**config.mk**
```make
export PLATFORM = sky130hd
export DESIGN_NAME = ext_platform_sim_wrapper
export DESIGN_NICKNAME = d
export VERILOG_FILES = /design/src/rtl/ext_platform_sim_wrapper.sv
export SDC_FILE = /design/constraint.sdc
export NUM_CORES = 1
export LEC_CHECK = 0
export BUFFER_PORTS_ARGS = -buffer_cell sky130_fd_sc_hd__buf_2
export CAP_MARGIN = 20
export CORE_ASPECT_RATIO = 1.5
export CORE_UTILIZATION = 41
export CTS_BUF_LIST = sky130_fd_sc_hd__clkbuf_4
export DETAILED_ROUTE_END_ITERATION = 10
export PLACE_DENSITY = 0.67
export SETUP_SLACK_MARGIN = 0.1
export SYNTH_ARGS = -nofsm -noshare
export SYNTH_HDL_FRONTEND = slang
export SYNTH_SLANG_ARGS = --single-unit
```
**constraint.sdc**
```tcl
create_clock -name pl_clk0 -period 5.3 [get_ports pl_clk0]
set_input_delay 1.06 -clock pl_clk0 [delete_from_list [all_inputs] [get_ports pl_clk0]]
set_output_delay 1.06 -clock pl_clk0 [all_outputs]
set_load 0.005 [all_outputs]
```
**src/rtl/ext_platform_sim_wrapper.sv**
```systemverilog
// Simulation model of the PS clock/reset front end: PL reset sequencing,
// emulated clock-wizard lock, divided clk_out1 and staged interconnect/peripheral resets.
//
// state        | meaning
// -------------|-----------------------------------------------------------
// RESET        | pl_rst asserted, every output forced low
// HOLD         | pl_resetn1 held low for RESET_HOLD_CYCLES edges
// WAIT_LOCK    | pl_resetn1 high, waiting LOCK_CYCLES for emulated MMCM lock
// STAGE_IC     | locked, interconnect reset released after PERIPH_DELAY
// STAGE_PERIPH | interconnect out of reset, peripheral released after PERIPH_DELAY
// RUN          | sequence complete, outputs held until a reset request
module ext_platform_sim_wrapper #(
  parameter int RESET_HOLD_CYCLES = 16,
  parameter int LOCK_CYCLES       = 32,
  parameter int PERIPH_DELAY      = 4,
  parameter int CLK_OUT1_DIV      = 2,
  parameter int CNT_W             = 32
) (
  input  logic             pl_clk0,
  input  logic             pl_rst,
  input  logic             soft_rst_req,
  output logic             pl_resetn1,
  output logic             clk_wiz_locked,
  output logic             clk_out1,
  output logic             clk_out1_rise,
  output logic             interconnect_aresetn,
  output logic             peripheral_aresetn,
  output logic [CNT_W-1:0] pl_clk0_cnt,
  output logic [3:0]       post_reset_cnt,
  output logic [2:0]       state
);

  typedef enum logic [2:0] {
    ST_RESET        = 3'd0,
    ST_HOLD         = 3'd1,
    ST_WAIT_LOCK    = 3'd2,
    ST_STAGE_IC     = 3'd3,
    ST_STAGE_PERIPH = 3'd4,
    ST_RUN          = 3'd5
  } seq_state_t;

  // The edge that enters HOLD is itself the first hold edge, hence the -1.
  localparam logic [31:0] HOLD_LOAD  = 32'(RESET_HOLD_CYCLES - 1);
  localparam logic [31:0] LOCK_LOAD  = 32'(LOCK_CYCLES);
  localparam logic [31:0] STAGE_LOAD = 32'(PERIPH_DELAY);
  localparam logic [31:0] DIV_LAST   = 32'(CLK_OUT1_DIV - 1);
  localparam logic [3:0]  POST_MAX   = 4'd10;

  seq_state_t  state_q, state_d;
  logic [31:0] tmr_q, tmr_d;
  logic        resetn_q, resetn_d;
  logic        locked_q, locked_d;
  logic        ic_q, ic_d;
  logic        per_q, per_d;
  logic        seq_clear;
  logic        tmr_done;

  logic [31:0]      div_q;
  logic             clk_out1_q;
  logic             rise_q;
  logic [CNT_W-1:0] cyc_q;
  logic [3:0]       post_q;

  always_ff @(posedge pl_clk0) begin
    state_q  <= state_d;
    tmr_q    <= tmr_d;
    resetn_q <= resetn_d;
    locked_q <= locked_d;
    ic_q     <= ic_d;
    per_q    <= per_d;
  end

  always_comb begin
    state_d   = state_q;
    tmr_d     = tmr_q;
    resetn_d  = resetn_q;
    locked_d  = locked_q;
    ic_d      = ic_q;
    per_d     = per_q;
    seq_clear = 1'b0;
    tmr_done  = (tmr_q <= 32'd1);

    case (state_q)
      ST_RESET: begin
        state_d = ST_HOLD;
        tmr_d   = HOLD_LOAD;
      end
      ST_HOLD: begin
        if (tmr_done) begin
          state_d  = ST_WAIT_LOCK;
          tmr_d    = LOCK_LOAD;
          resetn_d = 1'b1;
        end else begin
          tmr_d = tmr_q - 32'd1;
        end
      end
      ST_WAIT_LOCK: begin
        if (tmr_done) begin
          state_d  = ST_STAGE_IC;
          tmr_d    = STAGE_LOAD;
          locked_d = 1'b1;
        end else begin
          tmr_d = tmr_q - 32'd1;
        end
      end
      ST_STAGE_IC: begin
        if (tmr_done) begin
          state_d = ST_STAGE_PERIPH;
          tmr_d   = STAGE_LOAD;
          ic_d    = 1'b1;
        end else begin
          tmr_d = tmr_q - 32'd1;
        end
      end
      ST_STAGE_PERIPH: begin
        if (tmr_done) begin
          state_d = ST_RUN;
          tmr_d   = '0;
          per_d   = 1'b1;
        end else begin
          tmr_d = tmr_q - 32'd1;
        end
      end
      ST_RUN: begin
        state_d = ST_RUN;
      end
      default: begin
        state_d = ST_RESET;
        tmr_d   = '0;
      end
    endcase

    // Soft request is ignored until the hold phase has finished.
    if (soft_rst_req && (state_q inside {ST_WAIT_LOCK, ST_STAGE_IC, ST_STAGE_PERIPH, ST_RUN})) begin
      state_d   = ST_HOLD;
      tmr_d     = HOLD_LOAD;
      resetn_d  = 1'b0;
      locked_d  = 1'b0;
      ic_d      = 1'b0;
      per_d     = 1'b0;
      seq_clear = 1'b1;
    end

    if (pl_rst) begin
      state_d   = ST_RESET;
      tmr_d     = '0;
      resetn_d  = 1'b0;
      locked_d  = 1'b0;
      ic_d      = 1'b0;
      per_d     = 1'b0;
      seq_clear = 1'b1;
    end
  end

  always_ff @(posedge pl_clk0) begin
    if (pl_rst) begin
      cyc_q <= '0;
    end else begin
      cyc_q <= cyc_q + CNT_W'(1);
    end
  end

  always_ff @(posedge pl_clk0) begin
    if (seq_clear || !resetn_q) begin
      post_q <= '0;
    end else if (post_q < POST_MAX) begin
      post_q <= post_q + 4'd1;
    end
  end

  // Divider restarts from zero on the edge that reports lock.
  always_ff @(posedge pl_clk0) begin
    if (seq_clear || !locked_q) begin
      div_q      <= '0;
      clk_out1_q <= 1'b0;
      rise_q     <= 1'b0;
    end else if (div_q == DIV_LAST) begin
      div_q      <= '0;
      clk_out1_q <= ~clk_out1_q;
      rise_q     <= ~clk_out1_q;
    end else begin
      div_q  <= div_q + 32'd1;
      rise_q <= 1'b0;
    end
  end

  assign pl_resetn1           = resetn_q;
  assign clk_wiz_locked       = locked_q;
  assign interconnect_aresetn = ic_q;
  assign peripheral_aresetn   = per_q;
  assign clk_out1             = clk_out1_q;
  assign clk_out1_rise        = rise_q;
  assign pl_clk0_cnt          = cyc_q;
  assign post_reset_cnt       = post_q;
  assign state                = state_q;

endmodule

```
Yosys cells after proc, flatten, opt, wreduce, memory -nomap -nowiden
Cells that the tools add are included.
{"block": "op_classes", "addsub": 4, "magnitude_cmp": 2, "eq_ne": 15, "mux": 13, "bitwise": 2, "n_reduce_logical": 17}
{"op": "$pmux W32 S5", "count": 1}
{"op": "$mux W32", "count": 3}
{"op": "$add A32 B1 Y32 const B", "count": 2}
{"op": "$eq A32 B1 Y1 const B", "count": 1}
{"op": "$le A32 B1 Y1 const B", "count": 1}
{"op": "$sub A32 B1 Y32 const B", "count": 1}
{"op": "$pmux W3 S6", "count": 1}
{"op": "$mux W3", "count": 4}
{"op": "$ne A3 B2 Y1 const B", "count": 3}
{"op": "$ne A2 B2 Y1 const B", "count": 4}
{"op": "$reduce_and A2 Y1", "count": 4}
{"op": "$reduce_and A4 Y1", "count": 2}
{"op": "$reduce_or A2 Y1", "count": 4}
{"op": "$eq A3 B2 Y1 const B", "count": 2}
{"op": "$eq A3 B3 Y1 const B", "count": 2}
{"op": "$add A4 B1 Y4 const B", "count": 1}
{"op": "$lt A4 B4 Y1 const B", "count": 1}
{"op": "$mux W4", "count": 1}
{"op": "$reduce_bool A4 Y1", "count": 1}
{"op": "$eq A3 B1 Y1 const B", "count": 1}
{"op": "$logic_not A3 Y1", "count": 1}
{"op": "$mux W1", "count": 3}
{"op": "$ne A3 B3 Y1 const B", "count": 1}
{"op": "$logic_not A1 Y1", "count": 2}
{"op": "4 further kinds", "count": 6}
{"block": "word_totals", "register_bits": 109, "inputBits": 3, "out_inout_bits": 45, "elab_cells": 66}

Longest topological paths before layout
Gate-level depths: netlist of run 1.
{"block": "depth", "depth_word": 7, "mapped_depth": 10, "ltp_nobuf": 8}

Worst setup path before layout of run 1
OpenSTA, ideal clock, no wires.
{"block": "synth_timing", "path_type": "in2reg", "from": "input port soft_rst_req", "to": "register tmr_q[3]", "setup_time_ns": 0.078, "arrival_ns": 2.316, "required_time_ns": 5.222, "slack_ns": 2.906, "stages": 6, "path_buffers": 1, "cell_sequence": "clkbuf_1 o21ai_0 a221oi_1 o22a_1 nor2_1 nor3_1"}
{"block": "synth_between", "elab_chain_len": 2, "word_cells_on_any_way": 3, "cone_classes": "1 x eq/ne; 1 x mux; 1 x reduce/logical"}
{"element": "from (decl)", "line": "21", "rtl": "input logic soft_rst_req,"}
{"element": "$logic_and A1 B1 Y1 *", "line": "134", "rtl": "if (soft_rst_req && (state_q inside {ST_WAIT_LOCK, ST_STAGE_IC, ST_STAGE_PERIPH, ST_RUN})) begin"}
{"element": "$ne A2 B1 Y1 (no line) / $mux W4 (equally long branches)"}
{"element": "to (signal assigned)", "line": "66", "rtl": "tmr_q <= tmr_d;"}
{"element": "to (decl)", "line": "50", "rtl": "logic [31:0] tmr_q, tmr_d;"}
Mark *: on every way between the ends. The rest lies on a longest branch, timed or not.
A chain may end at the register's enable or synchronous reset.

Worst setup path after layout of run 1
{"block": "layout_timing", "from": "register tmr_q[8]", "to": "register tmr_q[18]"}
{"block": "layout_between", "elab_chain_len": 3, "word_cells_on_any_way": 6, "cone_classes": "1 x add/sub; 1 x order compare; 4 x mux"}
{"element": "$sub A32 B1 Y32 / $le A32 B1 Y1 (equally long branches)"}
{"element": "$mux W32 (on tied branches)"}
{"element": "$pmux W32 S5 *", "line": "83", "rtl": "case (state_q)"}
Marks and branches as above.

==> run_results.csv, run 1 <==
group,metric,value,unit
outcome,status,"completed",
sta,slew_headroom,43.4,%
power_and_ir_drop,clock_power_share,17.2,%
sta,fin_crit_sh,48.4,%
critical_path,critPathMaxFanout,19,
sta,rsz0062_at_grt,"false",
worst_hold_path,whs_path_depth,1,
cts,clk_pin_slew,0.16,ns
place,gp_congestion,0.882,
drt,drt_iter0_drc,97,
cts,cts_hold_buf,0,
synthesis,ys_ff_latch,109,
global_routing,grt_max_degree,42,
power_and_ir_drop,pwr-share-seq,43.1,%
global_routing,grtUsageTotal,17.3,%
drt,antenna_left,0,
sta,fin_ws,2.73,ns
power_and_ir_drop,p_comb_share,39.7,%
final_layout,final_core_util,46.7,%
cts,cts_max_path_buffers,2,
drt,wl_per_cell,13.0,um
sta,timing.hold.ws,0.477,ns
sta,period_minus_slack,2.57,ns
critical_path,r2r_cells,6,
final_layout,final_common_cell,"nor2_1",
critical_path,critPathRequiredTime,5.66,ns
synthesis,async_flop_share,0,%
cts,numCtsBuffers,9,
power_and_ir_drop,swShare,40.1,%
drt,drt-pass1-iter-count,4,
synthesis,syn_area,4930,um^2
synthesis,ys_types,48,
cts,clockRootBuffer,"clkbuf_4",
power_and_ir_drop,peakVddDrop,219,uV
final_layout,areaGrowthSynthToFinish,9.63,%
drt,drt-total-wl,10.1,mm
worst_hold_path,hp-class,"register to register",
critical_path,reg2reg_slack,2.73,ns
place,dp_hpwl,7.34,mm
power_and_ir_drop,leakage,1.97,nW
final_layout,layout_common_cells,"116 x nor2_1, 109 x dfxtp_1, 47 x xnor2_1, 47 x buf_2, 46 x nand2_1",
place,pre_cts_slack,2.48,ns
power_and_ir_drop,p_int,1.47,mW
critical_path,r2r_start,"tmr_q[8]",
final_layout,fin_area,5410,um^2
synthesis,synth_ff_type,"dfxtp_1",
place,io_buffers,47,
worst_hold_path,hp-start,"clk_out1",
synthesis,syn_inst,585,
global_routing,antenna_found_initial,1,
floorplanning,die_w,91.6,um
final_layout,finalNonFillerCells,780,
synthesis,syn_nets,594,
sta,max_freq,390,MHz
synthesis,seq_area_frac_synth,44.2,%
cts,h-tree-depth,3,
place,placed_area,5270,um^2
synthesis,synth_enable_flop_cells,0,
critical_path,crit_arrival,2.93,ns
cts,ctsResizeCount,0,
final_layout,drive_gt1_share,11.4,%
final_layout,nNetsFinal,634,
synthesis,ys_warn_count,0,
drt,viasPerCell,5.22,
drt,drc,0,
critical_path,worstSetupPathType,"register to register",
drt,vias,4075,
global_routing,grt_pass1_wl,17.4,mm
sta,fin_skew,0.0148,ns
floorplanning,dieArea,12500,um^2
floorplanning,core_area,11600,um^2
synthesis,avgSynthCellArea,8.44,um^2
sta,slew_viol_final,0,
sta,setup_viol,0,
sta,hold_viol,0,
floorplanning,rows,48,
power_and_ir_drop,p_per_area,454,nW/um^2
place,dp.cells,764,
critical_path,r2r_end,"tmr_q[18]",
floorplanning,io_pins,48,
cts,cts_tree,"yes",
sta,finalSetupTns,0,ns
critical_path,cp-start-kind,"register",
flow_run,cap_violations,0,
sta,worst_pin_slew,0.841,ns
cts,cts_setup_buffers,0,
floorplanning,start_util,42.6,%
critical_path,end_kind,"register",
cts,clk_latency,0.47,ns
power_and_ir_drop,finalPower,2.45,mW
power_and_ir_drop,power.switching,0.984,mW
worst_hold_path,min_to,"clk_out1_rise",
global_routing,gr-total-overflow,0,
global_routing,first_global_vias,3734,
cts,cts_sinks,109,
floorplanning,die_y,136,um
-- logic make-up (layout without fill, tap and decap cells) --
| logic type | after synthesis | in the layout | synth area share [%] |
|---|---|---|---|
| compound gates | 55 | 55 | 6.82 |
| simple gates | 301 | 301 | 30.4 |
| fa+ha+maj | 6 | 6 | 1.52 |
| xor+xnor | 79 | 79 | 14.0 |
| buf+inv | 35 | 79 | 3.04 |
| other cells | 0 | 1 | 0 |
| flops | 109 | 109 | 44.2 |
-- area by class of cell --
class / instances / area (um^2)
fill: 1148 / 6180
multi-input combinational: 441 / 2600
sequential: 109 / 2180
timing repair buffer: 47 / 235
tap: 150 / 188
clock buffer: 10 / 75.1
inverter: 17 / 63.8
clock inverter: 5 / 61.3
antenna: 1 / 2.50
-- routing by layer --
layer | vias to the layer above | part of all wire, % | global-route usage, %
li1 | 2084 | - | -
met4 | 0 | 2.9 | 9.79
met1 | 1900 | 43 | 20.1
met3 | 18 | 3.5 | 2.40
met5 | - | 0 | 0
met2 | 73 | 50 | 30.5
-- state kept, by name (all words and copies together) (netlist names) --
| signal | flops |
|---|---|
| pl_resetn1 | 1 |
| div_q | 32 |
| interconnect_aresetn | 1 |
| clk_out1 | 1 |
| pl_clk0_cnt | 32 |
| post_reset_cnt | 4 |
| peripheral_aresetn | 1 |
| state | 3 |
| tmr_q | 32 |
| clk_out1_rise | 1 |
| clk_wiz_locked | 1 |
-- synth_stat cells (all sizes together) (2+ instances only) --
library cell / count / area (um^2)
nand2b: 4 / 25.0
and3: 10 / 62.6
and4: 5 / 43.8
o21a: 3 / 22.5
dfxtp: 109 / 2180
nand3: 25 / 130
o21ai: 9 / 45.0
and4b: 2 / 20.0
nor3: 37 / 185
nand3b: 3 / 22.5
a21o: 2 / 15.0
or2: 2 / 12.5
ha: 6 / 75.1
a31oi: 7 / 43.8
o22a: 2 / 17.5
nand4: 14 / 87.6
o41ai: 2 / 17.5
or3: 5 / 31.3
a21oi: 23 / 115
nor4: 20 / 155
nor2: 118 / 467
inv: 17 / 63.8
xnor2: 47 / 412
nand2: 46 / 173
xor2: 32 / 280
buf: 6 / 41.3
or4: 5 / 45.0
clkbuf: 12 / 45.0
-- critical path, stage by stage (launching register included) --
cell and delay (ns):
dfxtp_1 0.40, nor4_1 0.57, and4b_1 0.40, and3_1 0.49, nor2_4 0.18, nor2_8 0.30
nor2_1 0.10
-- worst max-delay path by stage --
stage	to	depth (start not counted)	start	slack [ns]
global placement	div_q[28]	5	pl_rst	2.55
floorplan	tmr_q[3]	6	soft_rst_req	2.91
CTS	tmr_q[18]	6	tmr_q[15]	2.75
detailed placement	div_q[2]	5	pl_rst	2.48
global route	tmr_q[18]	6	tmr_q[8]	2.46
finish	tmr_q[18]	6	tmr_q[8]	2.73
-- power by group through the flow --
stage | sequential [mW] | combinational, mW | clock, mW
detailed placement | 1.07 | 0.970 | 0
CTS | 1.06 | 0.979 | 0.436
finish | 1.06 | 0.975 | 0.422
global route | 1.08 | 1.10 | 0.473
floorplan | 1.03 | 0.837 | 0
global placement | 1.07 | 0.954 | 0
Note: power is estimated with default switching activity, not from simulation.
==> run 2: changes to the inputs <==
Settings changed: PLACE_DENSITY 0.67 to 0.69.
Clock period 5.3 ns to 2.25 ns, I/O delays scaled along.
==> run_results.csv, run 2 (same netlist as run 1, synthesis figures left out) <==
group,metric,value,unit
cts,numCtsBuffers,9,
power_and_ir_drop,power.switching,2.55,mW
floorplanning,die_w,91.6,um
sta,worst_pin_slew,0.580,ns
critical_path,crit_chain,"or4_4, nor4_4, buf_4, nand3_2, or4_1, a21oi_1, o21ai_1",
place,dp.cells,786,
cts,h-tree-depth,3,
sta,fin_crit_sh,96.2,%
critical_path,critPathMaxFanout,6,
global_routing,gr-total-overflow,0,
place,gp_congestion,0.910,
sta,slew_headroom,61.0,%
sta,fin_ws,0.0860,ns
critical_path,crit_arrival,2.53,ns
critical_path,slowest_delay,0.57,ns
drt,viasPerCell,5.29,
cts,cts_tree,"yes",
floorplanning,rows,48,
drt,vias,4328,
final_layout,finalNonFillerCells,818,
critical_path,crit_buf_inv,1,
critical_path,worst_path_max_delay_cell,"or4_4",
power_and_ir_drop,p_comb_share,46.5,%
place,pre_cts_slack,0.136,ns
global_routing,grt_pass1_wl,18.5,mm
floorplanning,start_util,42.6,%
cts,cts_hold_buf,0,
drt,wl_per_cell,13.6,um
final_layout,multi_input_area,2680,um^2
global_routing,grt_max_degree,40,
drt,drc,0,
floorplanning,dieArea,12500,um^2
place,dp_hpwl,7.81,mm
power_and_ir_drop,leakage,2.16,nW
critical_path,worstSetupPathType,"register to register",
power_and_ir_drop,peakVddDrop,556,uV
sta,fin_skew,0.0291,ns
floorplanning,io_pins,48,
sta,hold_viol,0,
cts,clockRootBuffer,"clkbuf_4",
power_and_ir_drop,p_per_area,1130,nW/um^2
sta,period_minus_slack,2.16,ns
sta,slew_viol_final,0,
cts,cts_sinks,109,
power_and_ir_drop,swShare,39.3,%
power_and_ir_drop,p_int,3.94,mW
cts,clk_pin_slew,0.16,ns
final_layout,drive_gt1_share,18.4,%
outcome,status,"completed",
final_layout,nNetsFinal,671,
global_routing,grtUsageTotal,18.3,%
final_layout,layout_common_cells,"116 x nor2_1, 103 x dfxtp_1, 47 x xnor2_1, 47 x buf_2, 46 x nand2_1",
floorplanning,die_y,136,um
critical_path,cp-start-kind,"register",
final_layout,final_common_cell,"nor2_1",
final_layout,areaGrowthSynthToFinish,16.5,%
place,io_buffers,47,
worst_hold_path,hp-class,"input pin to register",
floorplanning,core_area,11600,um^2
global_routing,antenna_found_initial,1,
power_and_ir_drop,pwr-share-seq,38.4,%
sta,max_freq,462,MHz
critical_path,cpLargestDelayFamily,"simple AND/OR/NAND/NOR gates",
final_layout,seq_area,2190,um^2
cts,cts_max_path_buffers,2,
drt,drt_iter0_drc,172,
drt,drt-pass1-iter-count,4,
power_and_ir_drop,clock_power_share,15.2,%
critical_path,critPathRequiredTime,2.61,ns
flow_run,cap_violations,0,
drt,antenna_left,0,
drt,drt-total-wl,11.2,mm
critical_path,end_kind,"register",
sta,setup_viol,0,
final_layout,n_fill_cell,1143,
cts,clk_latency,0.46,ns
sta,rsz0062_at_grt,"true",
global_routing,first_global_vias,4114,
-- run 2: repair_timing --
action                                 4_1_cts  5_1_grt
setup buffers                                0       12
setup endpoints to repair                    0       65
gates resized for setup                      0       16
endpoints found under the hold margin        0        0
-- run 2: per-layer routing --
metal	routed length (um)	up-vias	global-route usage, %
met5	0	-	0
met4	221	0	9.88
met3	267	18	1.96
met2	5910	57	33.2
met1	4760	2085	20.8
li1	-	2168	-
-- run 2: final timing paths --
path	from	to	slack, ns	cells after the start
setup / recovery	tmr_q[15]	tmr_q[30]	0.09	7
hold / removal	pl_rst	clk_out1	0.41	4
setup reg to reg	tmr_q[15]	tmr_q[30]	0.09	7
hold reg to reg	div_q[0]	div_q[0]	0.48	1
-- run 2: metrics by stage --
step / cell area, um^2 / total power, mW / setup TNS, ns / hold slack (ns) / utilization (%)
global placement: 5440 / 5.00 / 0 / 0.445 / 46.9
floorplan: 4930 / 4.40 / 0 / 0.433 / -
finish: 5750 / 6.49 / 0 / 0.408 / 49.6
CTS: 5570 / 6.09 / 0 / 0.385 / 48.1
detailed placement: 5440 / 5.09 / 0 / 0.455 / 46.9
global route: 5750 / 6.92 / -0.0614 / 0.425 / 49.6
-- run 2: worst reg2reg max path: stages, from the launching register on --
cell and delay, ns:
dfxtp_2 0.37, or4_4 0.57, nor4_4 0.22, buf_4 0.19
nand3_2 0.08, or4_1 0.43, a21oi_1 0.15, o21ai_1 0.07
-- run 2: power by group through the flow --
| stage | registers (mW) | logic (mW) | clock network (mW) |
|---|---|---|---|
| after CTS | 2.46 | 2.60 | 1.02 |
| after global placement | 2.48 | 2.51 | 0 |
| after global routing | 2.53 | 3.29 | 1.10 |
| final | 2.49 | 3.01 | 0.983 |
| after detailed placement | 2.50 | 2.59 | 0 |
| after floorplan | 2.43 | 1.97 | 0 |
-- run 2: cell type report --
cell class	count	area share [%]
multi-input cells	444	46.6
flip-flops and latches	109	38.1
repair buffers	81	8.53
well taps	150	3.27
clock buffers	10	1.31
inverters	17	1.11
clock inverters	6	1.07
diodes	1	0.0435
==> run 3: changes to the inputs <==
Settings changed: CTS_BUF_LIST sky130_fd_sc_hd__clkbuf_4 to sky130_fd_sc_hd__clkbuf_8, CTS_CLUSTER_SIZE set to 12.
==> run_results.csv, run 3 (same netlist as run 1, synthesis figures left out) <==
group,metric,value,unit
critical_path,crit_arrival,2.47,ns
flow_run,cap_violations,0,
sta,rsz0062_at_grt,"true",
drt,drc,0,
global_routing,first_global_vias,4138,
critical_path,crit_chain,"or4_4, nor4_4, buf_4, nand3_2, or4_4, nand3b_1, o21ai_1",
cts,cts_tree,"yes",
worst_hold_path,hp-class,"register to register",
critical_path,path_common_cell,"or4_4",
critical_path,worstSetupPathType,"register to register",
critical_path,cp-start-kind,"register",
floorplanning,rows,48,
place,gp_congestion,0.910,
global_routing,grtUsageTotal,18.2,%
drt,antenna_left,0,
place,dp_hpwl,7.81,mm
final_layout,areaGrowthSynthToFinish,16.9,%
critical_path,critPathRequiredTime,2.55,ns
cts,clk_latency,0.36,ns
global_routing,gr-total-overflow,0,
place,io_buffers,47,
sta,fin_ws,0.0772,ns
critical_path,critPathMaxFanout,6,
cts,h-tree-depth,3,
critical_path,end_kind,"register",
drt,drt_iter0_drc,164,
final_layout,nNetsFinal,662,
sta,slew_headroom,60.8,%
outcome,status,"completed",
floorplanning,die_w,91.6,um
sta,setup_viol,0,
floorplanning,io_pins,48,
sta,slew_viol_final,0,
global_routing,antenna_found_initial,0,
power_and_ir_drop,swShare,38.4,%
power_and_ir_drop,power.switching,2.54,mW
final_layout,finalNonFillerCells,808,
power_and_ir_drop,p_comb_share,44.1,%
power_and_ir_drop,leakage,2.16,nW
sta,period_minus_slack,2.17,ns
cts,numCtsBuffers,9,
sta,fin_crit_sh,96.6,%
power_and_ir_drop,peakVddDrop,573,uV
critical_path,worst_path_max_delay_cell,"or4_4",
drt,drt-pass1-iter-count,5,
final_layout,final_common_cell,"nor2_1",
sta,worst_pin_slew,0.583,ns
final_layout,layout_common_cells,"116 x nor2_1, 106 x dfxtp_1, 47 x xnor2_1, 47 x buf_2, 46 x nand2_1",
final_layout,drive_gt1_share,17.9,%
drt,viasPerCell,5.28,
floorplanning,die_y,136,um
cts,clockRootBuffer,"clkbuf_8",
floorplanning,core_area,11600,um^2
final_layout,insertedDiodeCount,0,
drt,wl_per_cell,13.6,um
place,pre_cts_slack,0.136,ns
drt,drt-total-wl,11.0,mm
global_routing,grt_max_degree,40,
sta,max_freq,460,MHz
cts,cts_sinks,109,
sta,fin_skew,0.0113,ns
critical_path,slowest_delay,0.58,ns
drt,vias,4266,
power_and_ir_drop,pwr-share-seq,37.7,%
cts,clk_pin_slew,0.10,ns
power_and_ir_drop,p_int,4.08,mW
sta,hold_viol,0,
floorplanning,dieArea,12500,um^2
final_layout,n_fill_cell,1145,
cts,cts_hold_buf,0,
cts,cts_max_path_buffers,2,
global_routing,grt_pass1_wl,18.5,mm
floorplanning,start_util,42.6,%
power_and_ir_drop,p_per_area,1150,nW/um^2
place,dp.cells,786,
power_and_ir_drop,clock_power_share,18.2,%
[run 3: layout make-up]
class	count	area, um^2	share of cell area (%)
inverter	17	63.8	1.11
clock buffer	10	138	2.39
timing repair buffer	74	438	7.59
multi-input combinational	442	2690	46.7
clock inverter	6	61.3	1.06
tap	150	188	3.25
sequential	109	2190	37.9
[run 3: metrics by stage]
| step | cell area, um^2 | utilization (%) | setup TNS [ns] | hold slack (ns) | total power [mW] |
|---|---|---|---|---|---|
| after floorplan | 4930 | - | 0 | 0.433 | 4.40 |
| after global placement | 5440 | 46.9 | 0 | 0.445 | 5.00 |
| after detailed placement | 5440 | 46.9 | 0 | 0.455 | 5.09 |
| after CTS | 5640 | 48.6 | 0 | 0.476 | 6.31 |
| after global routing | 5770 | 49.8 | -0.0657 | 0.492 | 7.05 |
| final | 5770 | 49.8 | 0 | 0.472 | 6.61 |
[run 3: timing repair]
action                                  CTS  global route
buffers inserted                          0             5
endpoints found under the setup margin    0            65
resized for setup                         0            21
[run 3: path summary, 6_finish.rpt]
| path | startpoint | slack, ns | endpoint | cells past startpoint |
|---|---|---|---|---|
| max | tmr_q[15] | 0.08 | tmr_q[30] | 7 |
| min reg2reg | div_q[0] | 0.47 | div_q[0] | 1 |
| min | div_q[0] | 0.47 | div_q[0] | 1 |
| max reg2reg | tmr_q[15] | 0.08 | tmr_q[30] | 7 |
[run 3: power by group through the flow]
stage	Sequential [mW]	Combinational, mW	Clock, mW
finish	2.49	2.92	1.21
global route	2.53	3.20	1.32
CTS	2.46	2.60	1.24
detailed placement	2.50	2.59	0
global placement	2.48	2.51	0
floorplan	2.43	1.97	0
[run 3: routing by layer]
metal / vias up / GRT usage (%) / routed length [um]
met4: 0 / 8.02 / 188
met2: 61 / 33.0 / 5840
met3: 17 / 3.08 / 283
met5: - / 0 / 0
met1: 2049 / 20.7 / 4640
li1: 2139 / - / -
[run 3: worst max-delay path, delay by kind of cell (launching register included)]
| family | cells | cell delay [ns] |
|---|---|---|
| AND/OR/NAND/NOR | 5 | 1.49 |
| flip-flops | 1 | 0.36 |
| AO/OA/AOI/OAI | 1 | 0.08 |
| buffers and inverters | 1 | 0.18 |
